`src/rtl/func_lut_pkg.sv`:
```
// Shared types and the quadratic evaluator used by the func_lut scheduler.
package func_lut_pkg;

    typedef enum logic {
        OP_FWD = 1'b0,
        OP_INV = 1'b1
    } op_e;

    typedef enum logic [1:0] {
        S_IDLE,
        S_FWD,
        S_INV,
        S_RESP
    } state_e;

    // y = a*x^2 + b*x + c in 32 bits, wrapped to w_y bits and sign-extended back.
    function automatic logic signed [31:0] quad(
        input logic signed [31:0] x,
        input int                 a,
        input int                 b,
        input int                 c,
        input int unsigned        w_y
    );
        logic signed [31:0] full;
        int unsigned        sh;
        full = a * x * x + b * x + c;
        sh   = 32 - w_y;
        return (full <<< sh) >>> sh;
    endfunction

endpackage

```
`src/rtl/func_lut_rr_arb.sv`:
```
// Round-robin arbiter: first valid requester at or after rr_ptr_i wins.
module func_lut_rr_arb #(
    parameter  int unsigned N_REQ = 4,
    localparam int unsigned IW    = $clog2(N_REQ)
) (
    input  logic             en_i,
    input  logic [N_REQ-1:0] valid_i,
    input  logic [IW-1:0]    rr_ptr_i,
    output logic [N_REQ-1:0] gnt_o,
    output logic [IW-1:0]    gnt_idx_o,
    output logic             gnt_any_o
);

    logic [IW-1:0] idx;

    always_comb begin
        gnt_o     = '0;
        gnt_idx_o = '0;
        gnt_any_o = 1'b0;
        idx       = '0;
        for (int unsigned i = 0; i < N_REQ; i++) begin
            idx = IW'((32'(rr_ptr_i) + i) % N_REQ);
            if (en_i && !gnt_any_o && valid_i[idx]) begin
                gnt_o[idx] = 1'b1;
                gnt_idx_o  = idx;
                gnt_any_o  = 1'b1;
            end
        end
    end

endmodule

```
`src/rtl/func_lut_sched.sv`:
```
// Shares one quadratic evaluator between N_REQ requesters for forward
// evaluation and inverse lookup by a one-candidate-per-cycle sweep.
module func_lut_sched
    import func_lut_pkg::*;
#(
    parameter  int unsigned N_REQ = 4,
    parameter  int unsigned W_x   = 4,
    parameter  int unsigned W_y   = 8,
    parameter  int          A     = 1,
    parameter  int          B     = 10,
    parameter  int          C     = -10,
    localparam int unsigned IW    = $clog2(N_REQ)
) (
    input  logic                 clk,
    input  logic                 rst_n,
    input  logic [N_REQ-1:0]     req_valid,
    output logic [N_REQ-1:0]     req_ready,
    input  logic [N_REQ-1:0]     req_op,
    input  logic [N_REQ*W_x-1:0] req_x,
    input  logic [N_REQ*W_y-1:0] req_y,
    output logic                 resp_valid,
    input  logic                 resp_ready,
    output logic [IW-1:0]        resp_id,
    output logic                 resp_op,
    output logic [W_y-1:0]       resp_y,
    output logic [W_x-1:0]       resp_x,
    output logic [W_y:0]         resp_err
);

    localparam int unsigned W_E = W_y + 1;

    state_e                 state_q, state_d;
    logic [IW-1:0]          rr_q, rr_d;
    logic signed [W_x-1:0]  x_q, x_d;
    logic signed [W_y-1:0]  y_q, y_d;
    logic [W_x-1:0]         ux_q, ux_d;
    logic                   resp_valid_q, resp_valid_d;
    logic                   resp_op_q, resp_op_d;
    logic [IW-1:0]          resp_id_q, resp_id_d;
    logic [W_y-1:0]         resp_y_q, resp_y_d;
    logic [W_x-1:0]         resp_x_q, resp_x_d;
    logic [W_E-1:0]         resp_err_q, resp_err_d;

    logic [N_REQ-1:0]       gnt;
    logic [IW-1:0]          gnt_idx;
    logic                   gnt_any;
    logic signed [W_x-1:0]  cand;
    logic signed [W_x-1:0]  op_x;
    logic signed [31:0]     q_val;
    logic signed [31:0]     diff;
    logic [31:0]            err;

    // Grants only in IDLE and never while reset is asserted.
    func_lut_rr_arb #(.N_REQ(N_REQ)) u_arb (
        .en_i      ((state_q == S_IDLE) && rst_n),
        .valid_i   (req_valid),
        .rr_ptr_i  (rr_q),
        .gnt_o     (gnt),
        .gnt_idx_o (gnt_idx),
        .gnt_any_o (gnt_any)
    );

    // Single shared evaluator: latched operand in FWD, sweep candidate otherwise.
    always_comb begin
        cand  = signed'(ux_q);
        op_x  = (state_q == S_FWD) ? x_q : cand;
        q_val = quad(32'(op_x), A, B, C, W_y);
        diff  = 32'(y_q) - q_val;
        err   = (diff < 0) ? -diff : diff;
    end

    always_comb begin
        state_d      = state_q;
        rr_d         = rr_q;
        x_d          = x_q;
        y_d          = y_q;
        ux_d         = ux_q;
        resp_valid_d = resp_valid_q;
        resp_op_d    = resp_op_q;
        resp_id_d    = resp_id_q;
        resp_y_d     = resp_y_q;
        resp_x_d     = resp_x_q;
        resp_err_d   = resp_err_q;
        case (state_q)
            S_IDLE: begin
                if (gnt_any) begin
                    resp_id_d = gnt_idx;
                    resp_op_d = req_op[gnt_idx];
                    x_d       = req_x[32'(gnt_idx)*W_x +: W_x];
                    y_d       = req_y[32'(gnt_idx)*W_y +: W_y];
                    rr_d      = IW'((32'(gnt_idx) + 1) % N_REQ);
                    ux_d      = '0;
                    resp_y_d  = '0;
                    resp_x_d  = '0;
                    if (req_op[gnt_idx] == OP_INV) begin
                        resp_err_d = W_E'(1) << W_y;
                        state_d    = S_INV;
                    end else begin
                        resp_err_d = '0;
                        state_d    = S_FWD;
                    end
                end
            end
            S_FWD: begin
                resp_y_d     = W_y'(q_val);
                resp_valid_d = 1'b1;
                state_d      = S_RESP;
            end
            S_INV: begin
                // Strict compare keeps the earliest candidate on ties.
                if (err < 32'(resp_err_q)) begin
                    resp_x_d   = cand;
                    resp_err_d = W_E'(err);
                end
                ux_d = ux_q + 1'b1;
                if (ux_q == '1) begin
                    resp_valid_d = 1'b1;
                    state_d      = S_RESP;
                end
            end
            S_RESP: begin
                if (resp_ready) begin
                    resp_valid_d = 1'b0;
                    state_d      = S_IDLE;
                end
            end
            default: state_d = S_IDLE;
        endcase
    end

    always_ff @(posedge clk) begin
        if (!rst_n) begin
            state_q      <= S_IDLE;
            rr_q         <= '0;
            x_q          <= '0;
            y_q          <= '0;
            ux_q         <= '0;
            resp_valid_q <= 1'b0;
            resp_op_q    <= 1'b0;
            resp_id_q    <= '0;
            resp_y_q     <= '0;
            resp_x_q     <= '0;
            resp_err_q   <= '0;
        end else begin
            state_q      <= state_d;
            rr_q         <= rr_d;
            x_q          <= x_d;
            y_q          <= y_d;
            ux_q         <= ux_d;
            resp_valid_q <= resp_valid_d;
            resp_op_q    <= resp_op_d;
            resp_id_q    <= resp_id_d;
            resp_y_q     <= resp_y_d;
            resp_x_q     <= resp_x_d;
            resp_err_q   <= resp_err_d;
        end
    end

    assign req_ready  = gnt;
    assign resp_valid = resp_valid_q;
    assign resp_op    = resp_op_q;
    assign resp_id    = resp_id_q;
    assign resp_y     = resp_y_q;
    assign resp_x     = resp_x_q;
    assign resp_err   = resp_err_q;

endmodule

```
`config.mk`:
```
export PLATFORM = sky130hd
export DESIGN_NAME = func_lut_sched
export DESIGN_NICKNAME = d
export VERILOG_FILES = /design/src/rtl/func_lut_pkg.sv /design/src/rtl/func_lut_rr_arb.sv /design/src/rtl/func_lut_sched.sv
export SDC_FILE = /design/constraint.sdc
export NUM_CORES = 1
export LEC_CHECK = 0
export ABC_AREA = 1
export CAP_MARGIN = 20
export CORE_MARGIN = 10
export CORE_UTILIZATION = 48
export DETAILED_ROUTE_END_ITERATION = 16
export GPL_TIMING_DRIVEN = 0
export PLACE_DENSITY = 0.81
export REMOVE_ABC_BUFFERS = 1
export SKIP_CTS_REPAIR_TIMING = 1
export SYNTH_ARGS = -nofsm -noshare
export SYNTH_HDL_FRONTEND = slang
export SYNTH_SLANG_ARGS = --single-unit
```
`constraint.sdc`:
```
create_clock -name clk -period 6.9 [get_ports clk]
set_input_delay 0.69 -clock clk [delete_from_list [all_inputs] [get_ports clk]]
set_output_delay 0.69 -clock clk [all_outputs]
set_load 0.1 [all_outputs]
```
==> results of run 1 <==
==> stage by stage <==
step / setup WS, ns / std cells / instance area, µm² / util, % / setup TNS [ns]
floorplan: -0.0852 / 615 / 4190 / - / -0.902
global placement: -0.883 / 810 / 5190 / 59.5 / -11.41
detailed placement: -1.17 / 810 / 5190 / 59.5 / -15.05
CTS: -1.27 / 818 / 5310 / 60.9 / -16.22
global route: -0.300 / 841 / 5850 / 67.1 / -3.28
finish: 0.0338 / 841 / 5850 / 67.1 / 0
==> Yosys cell counts, drive strengths merged (2+ instances only) <==
| master | n | share of area [%] |
|---|---|---|
| nand2 | 142 | 14 |
| inv | 123 | 11 |
| nand3 | 52 | 7.0 |
| o21ai | 51 | 6.0 |
| a21oi | 47 | 5.5 |
| dfxtp | 45 | 21 |
| ha | 42 | 12 |
| nor2 | 36 | 4.9 |
| o21bai | 14 | 2.4 |
| xor2 | 13 | 2.7 |
| buf | 10 | 2.0 |
| fa | 9 | 4.2 |
| nand4 | 7 | 1.5 |
| clkbuf | 6 | 0.52 |
| nor3 | 6 | 0.70 |
| or2 | 5 | 0.73 |
| xnor2 | 5 | 1.0 |
| o211ai | 4 | 0.70 |
| o22ai | 4 | 0.58 |
| a31oi | 3 | 0.44 |
| a211oi | 2 | 0.35 |
==> registers in the layout, summed over array words and instances, names as in the netlist <==
name and flops:
resp_id 2, resp_valid 1, resp_x 4, resp_op 1
y_q 8, cand 4, resp_err 9, resp_y 8
x_q 4, rr_q 2, state_q 2
==> path summary, 6_finish.rpt <==
| check | to | slack (ns) | startpoint | cells past startpoint |
|---|---|---|---|---|
| worst max-delay path | resp_err[0]$_SDFFE_PN0P_ | 0.03 | state_q[1]$_SDFFE_PN0P_ | 44 |
| worst min-delay path | resp_y[1]$_SDFFE_PN0P_ | 0.47 | resp_y[1]$_SDFFE_PN0P_ | 2 |
| worst min register to register | resp_y[1]$_SDFFE_PN0P_ | 0.47 | resp_y[1]$_SDFFE_PN0P_ | 2 |
| worst max register to register | resp_err[0]$_SDFFE_PN0P_ | 0.03 | state_q[1]$_SDFFE_PN0P_ | 44 |
==> cell families after synthesis <==
logic type,count (synthesis),share of synthesized area (%)
compound gates,128,16.6
fa+ha+maj,51,16.4
xor+xnor,18,3.67
flops,45,21.0
simple gates,249,28.9
buf+inv,140,13.4
==> worst max-delay path: cells and delay by family, from the launching register on <==
| family | cells | cell delay, ns |
|---|---|---|
| fa+ha+maj | 10 | 3.16 |
| compound gates | 4 | 0.55 |
| flops | 1 | 0.37 |
| simple gates | 16 | 1.45 |
| buf+inv | 11 | 0.69 |
| xor+xnor | 3 | 0.52 |
==> routing by layer <==
metal | vias to the layer above | track usage (%)
li1 | 2224 | -
met5 | - | 0
met2 | 152 | 31.0
met1 | 2144 | 20.6
met4 | 0 | 6.77
met3 | 35 | 2.78
==> cell usage in the layout (no fill, tap or decap), drive strengths merged, types with 20 or more instances in the layout <==
master	count
a21oi	47
buf	20
clkdlybuf4s50	87
dfxtp	45
ha	42
inv	123
nand2	142
nand3	53
nor2	37
o21ai	51
==> final cells by class <==
cell class	count	area, µm²
well taps	108	135
inverters	124	478
fillers	663	2870
multi-input cells	448	3170
clock buffers	7	86.3
repair buffers	108	1040
flip-flops and latches	45	906
clock inverters	1	30.0
==> metrics, run 1 <==
crit-path max cell delay=0.51 ns; Crit Path Category=flip-flop to flip-flop; synthesized area per cell=about 7 µm²; Max-cap violations=0; Layout area overhead=36.2%; Post-synth EDFFs=0; # diodes=0; Worst Clk Skew=0.00742 ns; Initial Util=roughly half; DR vias=~4600; clock transition at the registers of the reported paths=0.09 ns; fmax=146 MHz; Max-Slew Margin vs Limit=a little under a third; clk_lat worst skew=roughly 0.3 ns; IO Port Bufs=87; Via density=5.42; share of flip-flops with an asynchronous set or reset=0%; status=finished clean; ratio of cells with drive above 1 in the final layout=18.1%; Root Driver=clkbuf_8; Die ar.=roughly 13000 µm²; Startpoint Class=flip-flop; Nets=842; GRT Total Usage=around 18%; total grt overflow=0; unrepaired setup endpoints after global routing=true; Final Cycle Share=around 100%; Metal-1 WL=between 5 and 6 mm; Top Layer Used=met4; final setup violation count=0; worst hold slack=roughly 0.47 ns; Distinct cells, synth=between 40 and 50; CTS tree=done; Seq cells post-synth=45; clock sinks=45; Initial DRT Pass Iterations=5; met3 routed WL=702 µm; slowest library cell on the worst path=fa_1; largest net degree at the start of global routing=37; Initial DRC Count=roughly 280; final slew viol count=0; Routed Antenna Nets=0; Die Y=roughly 110 µm; crit path time final=~6.9 ns; first-pass GRT wire length=between 15 and 20 mm; worst hold path class=flip-flop to flip-flop; Yosys Warn Count=0; htree depth=2; CTS max path bufs=2; io pins=between 80 and 90; Worst Max-Slew Pin Slew=between 1 and 1.5 ns; vias in the first global route=4239; Worst EP required=about 7.1 ns; Crit Path Max Fanout=7; Arr. time, crit path=a little over 7 ns; total CTS buffers=5; core area=~8700 µm²; Post-synth top flop=dfxtp_1; row cnt=34; Syn Inst Count=between 600 and 700; WL/cell=around 16 µm; GP Congestion=approximately 0.9; routed length on met2=about 6.8 mm; Cell Area, Synth=between 4000 and 5000 µm²; final wirelength=13.1 mm; DRC=0; Seq/Total Area, Yosys=a little over a fifth; initial antenna violation count=0; die width=around 110 µm; final-report hold violation count=0; CP Capture Type=flip-flop; DP HPWL=approximately 9 mm
Power of run 1 is not shown: default switching activity piles up to over one toggle a cycle in this logic, so the estimate is an artifact.
==> inputs of run 2 (changes only) <==
- CORE_UTILIZATION: 48 -> 35
- GPL_TIMING_DRIVEN: 0 -> default
- HOLD_SLACK_MARGIN: default -> 0.03
- PLACE_DENSITY: 0.81 -> 0.63
==> run 2 against run 1 <==
Net effect: count of clock-buffer cells in the layout unchanged; routed wire length fell by 6.7%; via count is 3.4% lower; sequential share of layout area is 0.097 points higher; clock skew is 0.0020 ns lower; cell area shrank 0.90%; first-iteration DRC count decreased by 25%; critical endpoint is now resp_err[8]$_SDFFE_PN0P_.
==> metrics, run 2 (synthesized netlist as in run 1, its figures left out) <==
status=finished clean (unchanged); core area=12000 µm² (was 8720 µm²); power share of the clock group=7.3%; Initial DRT Pass Iterations=4 (was 5); Max-cap violations=0 (unchanged); Via density=5.01 (was 5.42); PD cells=562 nW/µm²; max reg flops=9 (unchanged); leak pwr=around 2.6 nW; hold path startpoint=resp_y[7]$_SDFFE_PN0P_ (was resp_y[1]$_SDFFE_PN0P_); Place WS=-0.256 ns (was -1.17 ns); slowest library cell on the worst path=fa_1 (unchanged); Arr. time, crit path=6.76 ns (was 7.08 ns); htree depth=2 (unchanged); reg-to-reg endpoint=resp_err[8]$_SDFFE_PN0P_ (was resp_err[0]$_SDFFE_PN0P_); most used cell along the critical path=inv_2; largest net degree at the start of global routing=37 (unchanged); total CTS buffers=5 (unchanged); row cnt=40 (was 34); combinational cell fraction of total power=80.9%; worst reg2reg setup slack=0.33 ns (was 0.03 ns); Int Pwr=1.46 mW; Worst Clk Skew=0.00547 ns (was 0.00742 ns); die width=131 µm (was 115 µm); maximum vdd drop=0.000252 V; CTS tree=done (unchanged); Crit Path Category=flip-flop to flip-flop (unchanged); CP bufs+invs=11 (unchanged); switching share of power=a little under three fifths; Final Cycle Share=95.2% (was 99.5%); Routed Antenna Nets=0 (unchanged); crit path time final=6.57 ns (was 6.87 ns); final-report hold violation count=0 (unchanged); first-pass GRT wire length=19.9 mm (was 19.5 mm); Worst EP required=7.08 ns (was 7.11 ns); DR vias=4401 (was 4555); worst hold path class=flip-flop to flip-flop (unchanged); IO Port Bufs=87 (unchanged); Largest delay share family, worst path=adder cells (unchanged); ratio of cells with drive above 1 in the final layout=16.0% (was 18.1%); GP Congestion=0.826 (was 0.875); cell depth of the worst flop-to-flop path=42 (was 44); worst hold endpoint=resp_y[7]$_SDFFE_PN0P_ (was resp_y[1]$_SDFFE_PN0P_); vias in the first global route=4243 (was 4239); Total Power=between 3 and 4 mW; Die ar.=17100 µm² (was 13100 µm²); WL/cell=13.9 µm (was 15.5 µm); crit-path max cell delay=0.52 ns (was 0.51 ns); Worst Max-Slew Pin Slew=1.01 ns (was 1.02 ns); CP Capture Type=flip-flop (unchanged); # diodes=0 (unchanged); Nets=841 (was 842); Crit Path Max Fanout=9 (was 7); most frequent cells in the layout=124 x nand2_1, 111 x inv_1, 87 x clkdlybuf4s50_1 (was 119 x nand2_1, 111 x inv_1, 87 x clkdlybuf4s50_1); final slew viol count=0 (unchanged); Switching Power=~1.8 mW; DRC=0 (unchanged); clock sinks=45 (unchanged); clk_lat worst skew=0.29 ns (was 0.30 ns); Root Driver=clkbuf_16 (was clkbuf_8); placed cell area=5360 µm² (was 5190 µm²); hold depth=2 (unchanged); DP HPWL=9.70 mm (was 9.16 mm); Startpoint Class=flip-flop (unchanged); Design Area, Final=5800 µm² (was 5850 µm²); Initial Util=35.8% (was 49.3%); final wirelength=12.2 mm (was 13.1 mm); total grt overflow=0 (unchanged); TNS Setup=0 ns (unchanged); Max-Slew Margin vs Limit=32.4% (was 31.5%); sequential power share=about an eighth; GRT Total Usage=13.9% (was 17.6%); Initial DRC Count=205 (was 275); Layout area overhead=35.0% (was 36.2%); reg2reg start=state_q[1]$_SDFFE_PN0P_ (unchanged); CTS max path bufs=2 (unchanged); initial antenna violation count=0 (unchanged); io pins=88 (unchanged); fmax=152 MHz (was 146 MHz); most common cell after layout, fill and taps aside=nand2_1 (unchanged); clock transition at the registers of the reported paths=0.07 ns (was 0.09 ns); final setup violation count=0 (unchanged); Die Y=131 µm (was 115 µm); final worst slack=0.328 ns (was 0.0338 ns)
[run 2: cell count changes in the layout (fill, tap and decap cells not counted), moves of 3 or more]
cell	previous run	this run
clkbuf_16	0	5
clkbuf_8	6	0
nand2_1	119	124
nand2_2	16	13
nor2_4	6	3
o21ai_1	12	15
o21ai_2	6	3
[run 2: metrics by stage]
stage | utilization, % | instances | hold slack, ns
after floorplan | - | 615 | 0.466
after global placement | 44.6 | 865 | 0.457
after detailed placement | 44.6 | 865 | 0.463
after CTS | 45.8 | 873 | 0.473
after global routing | 48.3 | 879 | 0.500
final | 48.3 | 879 | 0.473
[run 2: worst register-to-register path, delay by kind of cell, from the launching register on]
family / cells / cell delay [ns]
flip-flops: 1 / 0.33
AND/OR/NAND/NOR: 12 / 1.00
adder cells (fa/ha/maj): 10 / 3.24
AO/OA/AOI/OAI: 6 / 0.76
XOR/XNOR: 3 / 0.44
buffers and inverters: 11 / 0.69
[run 2: area by class of cell]
cell class	count	area [µm²]
fillers	1198	6210
multi-input cells	447	3070
repair buffers	108	1030
flip-flops and latches	45	903
inverters	124	470
well taps	147	184
clock buffers	7	133
clock inverters	1	7.51
[run 2: how the worst max path moves through the flow]
stage | end | startpoint | slack [ns] | cells after the start
2_1_floorplan | resp_err[8]$_SDFFE_PN0P_ | state_q[1]$_SDFFE_PN0P_ | -0.09 | 45
3_3_place_gp | resp_err[8]$_SDFFE_PN0P_ | state_q[1]$_SDFFE_PN0P_ | 0.06 | 42
3_5_place_dp | resp_err[8]$_SDFFE_PN0P_ | state_q[1]$_SDFFE_PN0P_ | -0.26 | 42
4_1_cts | resp_err[8]$_SDFFE_PN0P_ | state_q[1]$_SDFFE_PN0P_ | -0.30 | 42
5_1_grt | resp_err[8]$_SDFFE_PN0P_ | state_q[1]$_SDFFE_PN0P_ | -0.10 | 40
6_report | resp_err[8]$_SDFFE_PN0P_ | state_q[1]$_SDFFE_PN0P_ | 0.33 | 42
[run 2: power groups by stage]
stage	clock network, mW	logic (mW)	registers [mW]
after global routing	0.255	2.94	0.390
final	0.239	2.64	0.382
after global placement	0	2.17	0.383
after detailed placement	0	2.22	0.384
after floorplan	0	1.44	0.590
after CTS	0.245	2.24	0.379
[run 2: routing by layer]
metal	wire (µm)	GRT usage (%)	vias up
met4	265	3.53	0
met5	0	0	-
met1	5260	16.9	2061
met3	454	1.69	19
li1	-	-	2229
met2	6210	25.3	92
Note: power is estimated with default switching activity, not from simulation.
==> inputs of run 3 (changes only) <==
--- a/config.mk
+++ b/config.mk
@@ -11,7 +11,7 @@
 export CORE_UTILIZATION = 35
 export DETAILED_ROUTE_END_ITERATION = 16
+export GPL_ROUTABILITY_DRIVEN = 0
 export HOLD_SLACK_MARGIN = 0.03
 export PLACE_DENSITY = 0.63
-export REMOVE_ABC_BUFFERS = 1
 export SKIP_CTS_REPAIR_TIMING = 1
 export SYNTH_ARGS = -nofsm -noshare
==> constraint.sdc (replaced) <==
create_clock -name clk -period 6.9 [get_ports clk]
set_input_delay 0.69 -clock clk [delete_from_list [all_inputs] [get_ports clk]]
set_output_delay 0.69 -clock clk [all_outputs]
set_load 0.005 [all_outputs]
==> run 3 against run 2 <==
Net effect: sequential power increased by 1%; routed wire length up 0.89%; clock skew rose by 0.0028 ns; non-clock buffer count is 2 lower; largest cell class unchanged; core utilization about the same; cell area is essentially flat; critical endpoint is now resp_x[1]$_SDFFE_PN0P_; power fell by 10%; clock power increased by 13%.
==> metrics, run 3 (synthesized netlist as in run 1, its figures left out) <==
htree depth=2 (unchanged); clock transition at the registers of the reported paths=0.07 ns (about the same); CP bufs+invs=9 (was 11); total CTS buffers=5 (unchanged); Arr. time, crit path=6.73 ns (was 6.76 ns); power share of the clock group=9.2% (was 7.3%); final worst slack=0.313 ns (was 0.328 ns); hold path startpoint=resp_x[0]$_SDFFE_PN0P_ (was resp_y[7]$_SDFFE_PN0P_); die width=131 µm (unchanged); clock sinks=45 (unchanged); Place WS=-0.132 ns (was -0.256 ns); Startpoint Class=flip-flop (unchanged); most common cell after layout, fill and taps aside=nand2_1 (unchanged); CTS tree=done (unchanged); Post-Syn Nets=about 740; # diodes=0 (unchanged); crit-path max cell delay=0.53 ns (was 0.52 ns); reg-to-reg endpoint=resp_x[1]$_SDFFE_PN0P_ (was resp_err[8]$_SDFFE_PN0P_); cell depth of the worst flop-to-flop path=41 (was 42); fmax=152 MHz (about the same); Switching Power=1.49 mW (was 1.79 mW); Initial DRC Count=212 (was 205); leak pwr=2.60 nW (was 2.61 nW); crit path time final=6.59 ns (was 6.57 ns); combinational cell fraction of total power=77.5% (was 80.9%); GRT Total Usage=14.0% (was 13.9%); Worst EP required=7.04 ns (was 7.08 ns); core area=12000 µm² (unchanged); status=finished clean (unchanged); Routed Antenna Nets=0 (unchanged); CP Capture Type=flip-flop (unchanged); final-report hold violation count=0 (unchanged); ratio of cells with drive above 1 in the final layout=16.8% (was 16.0%); fillers=1190 (was 1198); Initial DRT Pass Iterations=4 (unchanged); initial antenna violation count=0 (unchanged); WL/cell=14.1 µm (was 13.9 µm); DP HPWL=9.59 mm (was 9.70 mm); IO Port Bufs=87 (unchanged); most frequent cells in the layout=119 x nand2_1, 111 x inv_1, 87 x clkdlybuf4s50_1 (was 124 x nand2_1, 111 x inv_1, 87 x clkdlybuf4s50_1); slowest library cell on the worst path=fa_1 (unchanged); Via density=4.94 (was 5.01); switching share of power=51.2% (was 55.1%); worst hold endpoint=resp_x[0]$_SDFFE_PN0P_ (was resp_y[7]$_SDFFE_PN0P_); Design Area, Final=5800 µm² (about the same); Int Pwr=1.42 mW (was 1.46 mW); io pins=88 (unchanged); Root Driver=clkbuf_16 (unchanged); sequential power share=13.2% (was 11.7%); Initial Util=35.8% (unchanged); total grt overflow=0 (unchanged); final wirelength=12.3 mm (was 12.2 mm); TNS Setup=0 ns (unchanged); Largest delay share family, worst path=adder cells (unchanged); Max-Slew Margin vs Limit=41.6% (was 32.4%); row cnt=40 (unchanged); first-pass GRT wire length=19.8 mm (was 19.9 mm); largest net degree at the start of global routing=37 (unchanged); Worst Max-Slew Pin Slew=0.870 ns (was 1.01 ns); hold depth=2 (unchanged); Layout area overhead=35.0% (about the same); DR vias=4322 (was 4401); vias in the first global route=4139 (was 4243); Crit Path Category=flip-flop to flip-flop (unchanged); final setup violation count=0 (unchanged); Reg area=903 µm² (unchanged); Crit. path cell count=41 (was 42); Nets=838 (was 841); worst hold slack=0.467 ns (was 0.473 ns); PD cells=503 nW/µm² (was 562 nW/µm²); reg2reg start=state_q[1]$_SDFFE_PN0P_ (unchanged); Max-cap violations=0 (unchanged); CTS max path bufs=2 (unchanged); placed cell area=5340 µm² (was 5360 µm²); max reg flops=9 (unchanged); Die Y=131 µm (unchanged); Crit Path Max Fanout=6 (was 9); clk_lat worst skew=0.28 ns (was 0.29 ns); Die ar.=17100 µm² (unchanged); Final Cycle Share=95.5% (was 95.2%); maximum vdd drop=0.000260 V (was 0.000252 V); DRC=0 (unchanged); Worst Clk Skew=0.00829 ns (was 0.00547 ns); worst reg2reg setup slack=0.31 ns (was 0.33 ns); worst hold path class=flip-flop to flip-flop (unchanged); final slew viol count=0 (unchanged); footprint of the multi-input gates=3060 µm² (was 3070 µm²)
## run 3: cell count changes in the layout (fill, tap and decap cells not counted), sizes merged
cell / previous run / this run
clkbuf: 7 / 5
nand3: 53 / 52
bufinv: 0 / 1
clkinvlp: 1 / 0
buf: 21 / 19
clkinv: 1 / 2
## run 3: layer usage
metal / wire length (µm) / GRT usage [%] / vias up
met2: 6350 / 25.0 / 73
li1: - / - / 2220
met4: 148 / 2.94 / 0
met3: 408 / 2.01 / 8
met5: 0 / 0 / -
met1: 5390 / 17.3 / 2021
## run 3: worst max-delay path by stage
stage,from,end,slack [ns]
after floorplan,state_q[1]$_SDFFE_PN0P_,resp_err[0]$_SDFFE_PN0P_,0.009
after global placement,state_q[1]$_SDFFE_PN0P_,resp_err[0]$_SDFFE_PN0P_,0.07
after detailed placement,state_q[1]$_SDFFE_PN0P_,resp_err[2]$_SDFFE_PN0P_,-0.13
after CTS,state_q[1]$_SDFFE_PN0P_,resp_err[0]$_SDFFE_PN0P_,-0.21
after global routing,state_q[1]$_SDFFE_PN0P_,resp_x[1]$_SDFFE_PN0P_,-0.10
final,state_q[1]$_SDFFE_PN0P_,resp_x[1]$_SDFFE_PN0P_,0.31
## run 3: area by class of cell
| cell class | count | area share (%) |
|---|---|---|
| Inverter | 124 | 8.11 |
| Tap cell | 147 | 3.17 |
| Clock buffer | 5 | 2.16 |
| Timing Repair Buffer | 106 | 17.7 |
| Multi-Input combinational cell | 446 | 52.7 |
| Clock inverter | 2 | 0.604 |
| Sequential cell | 45 | 15.6 |
## run 3: through the flow
stage	power (mW)	util [%]	instances
after floorplan	1.82	-	631
after detailed placement	2.31	44.4	861
after CTS	2.59	45.8	868
final	2.92	48.3	875
after global placement	2.26	44.4	861
after global routing	3.22	48.3	875
## run 3: worst register-to-register path: cells and delay by family, from the launching register on
kind	cells	cell delay, ns
and+or+nand+nor	12	0.97
xor gates and xnor gates	2	0.36
adders and majority gates	10	3.08
DFF	1	0.36
buffers and inverters	9	0.57
AOI/OAI and AO/OA	8	1.13
## run 3: power by group through the flow
stage | sequential, mW | clock (mW) | combinational (mW)
2_1_floorplan | 0.371 | 0 | 1.45
3_5_place_dp | 0.387 | 0 | 1.92
5_1_grt | 0.394 | 0.285 | 2.54
4_1_cts | 0.382 | 0.275 | 1.94
3_3_place_gp | 0.386 | 0 | 1.87
6_report | 0.386 | 0.270 | 2.26
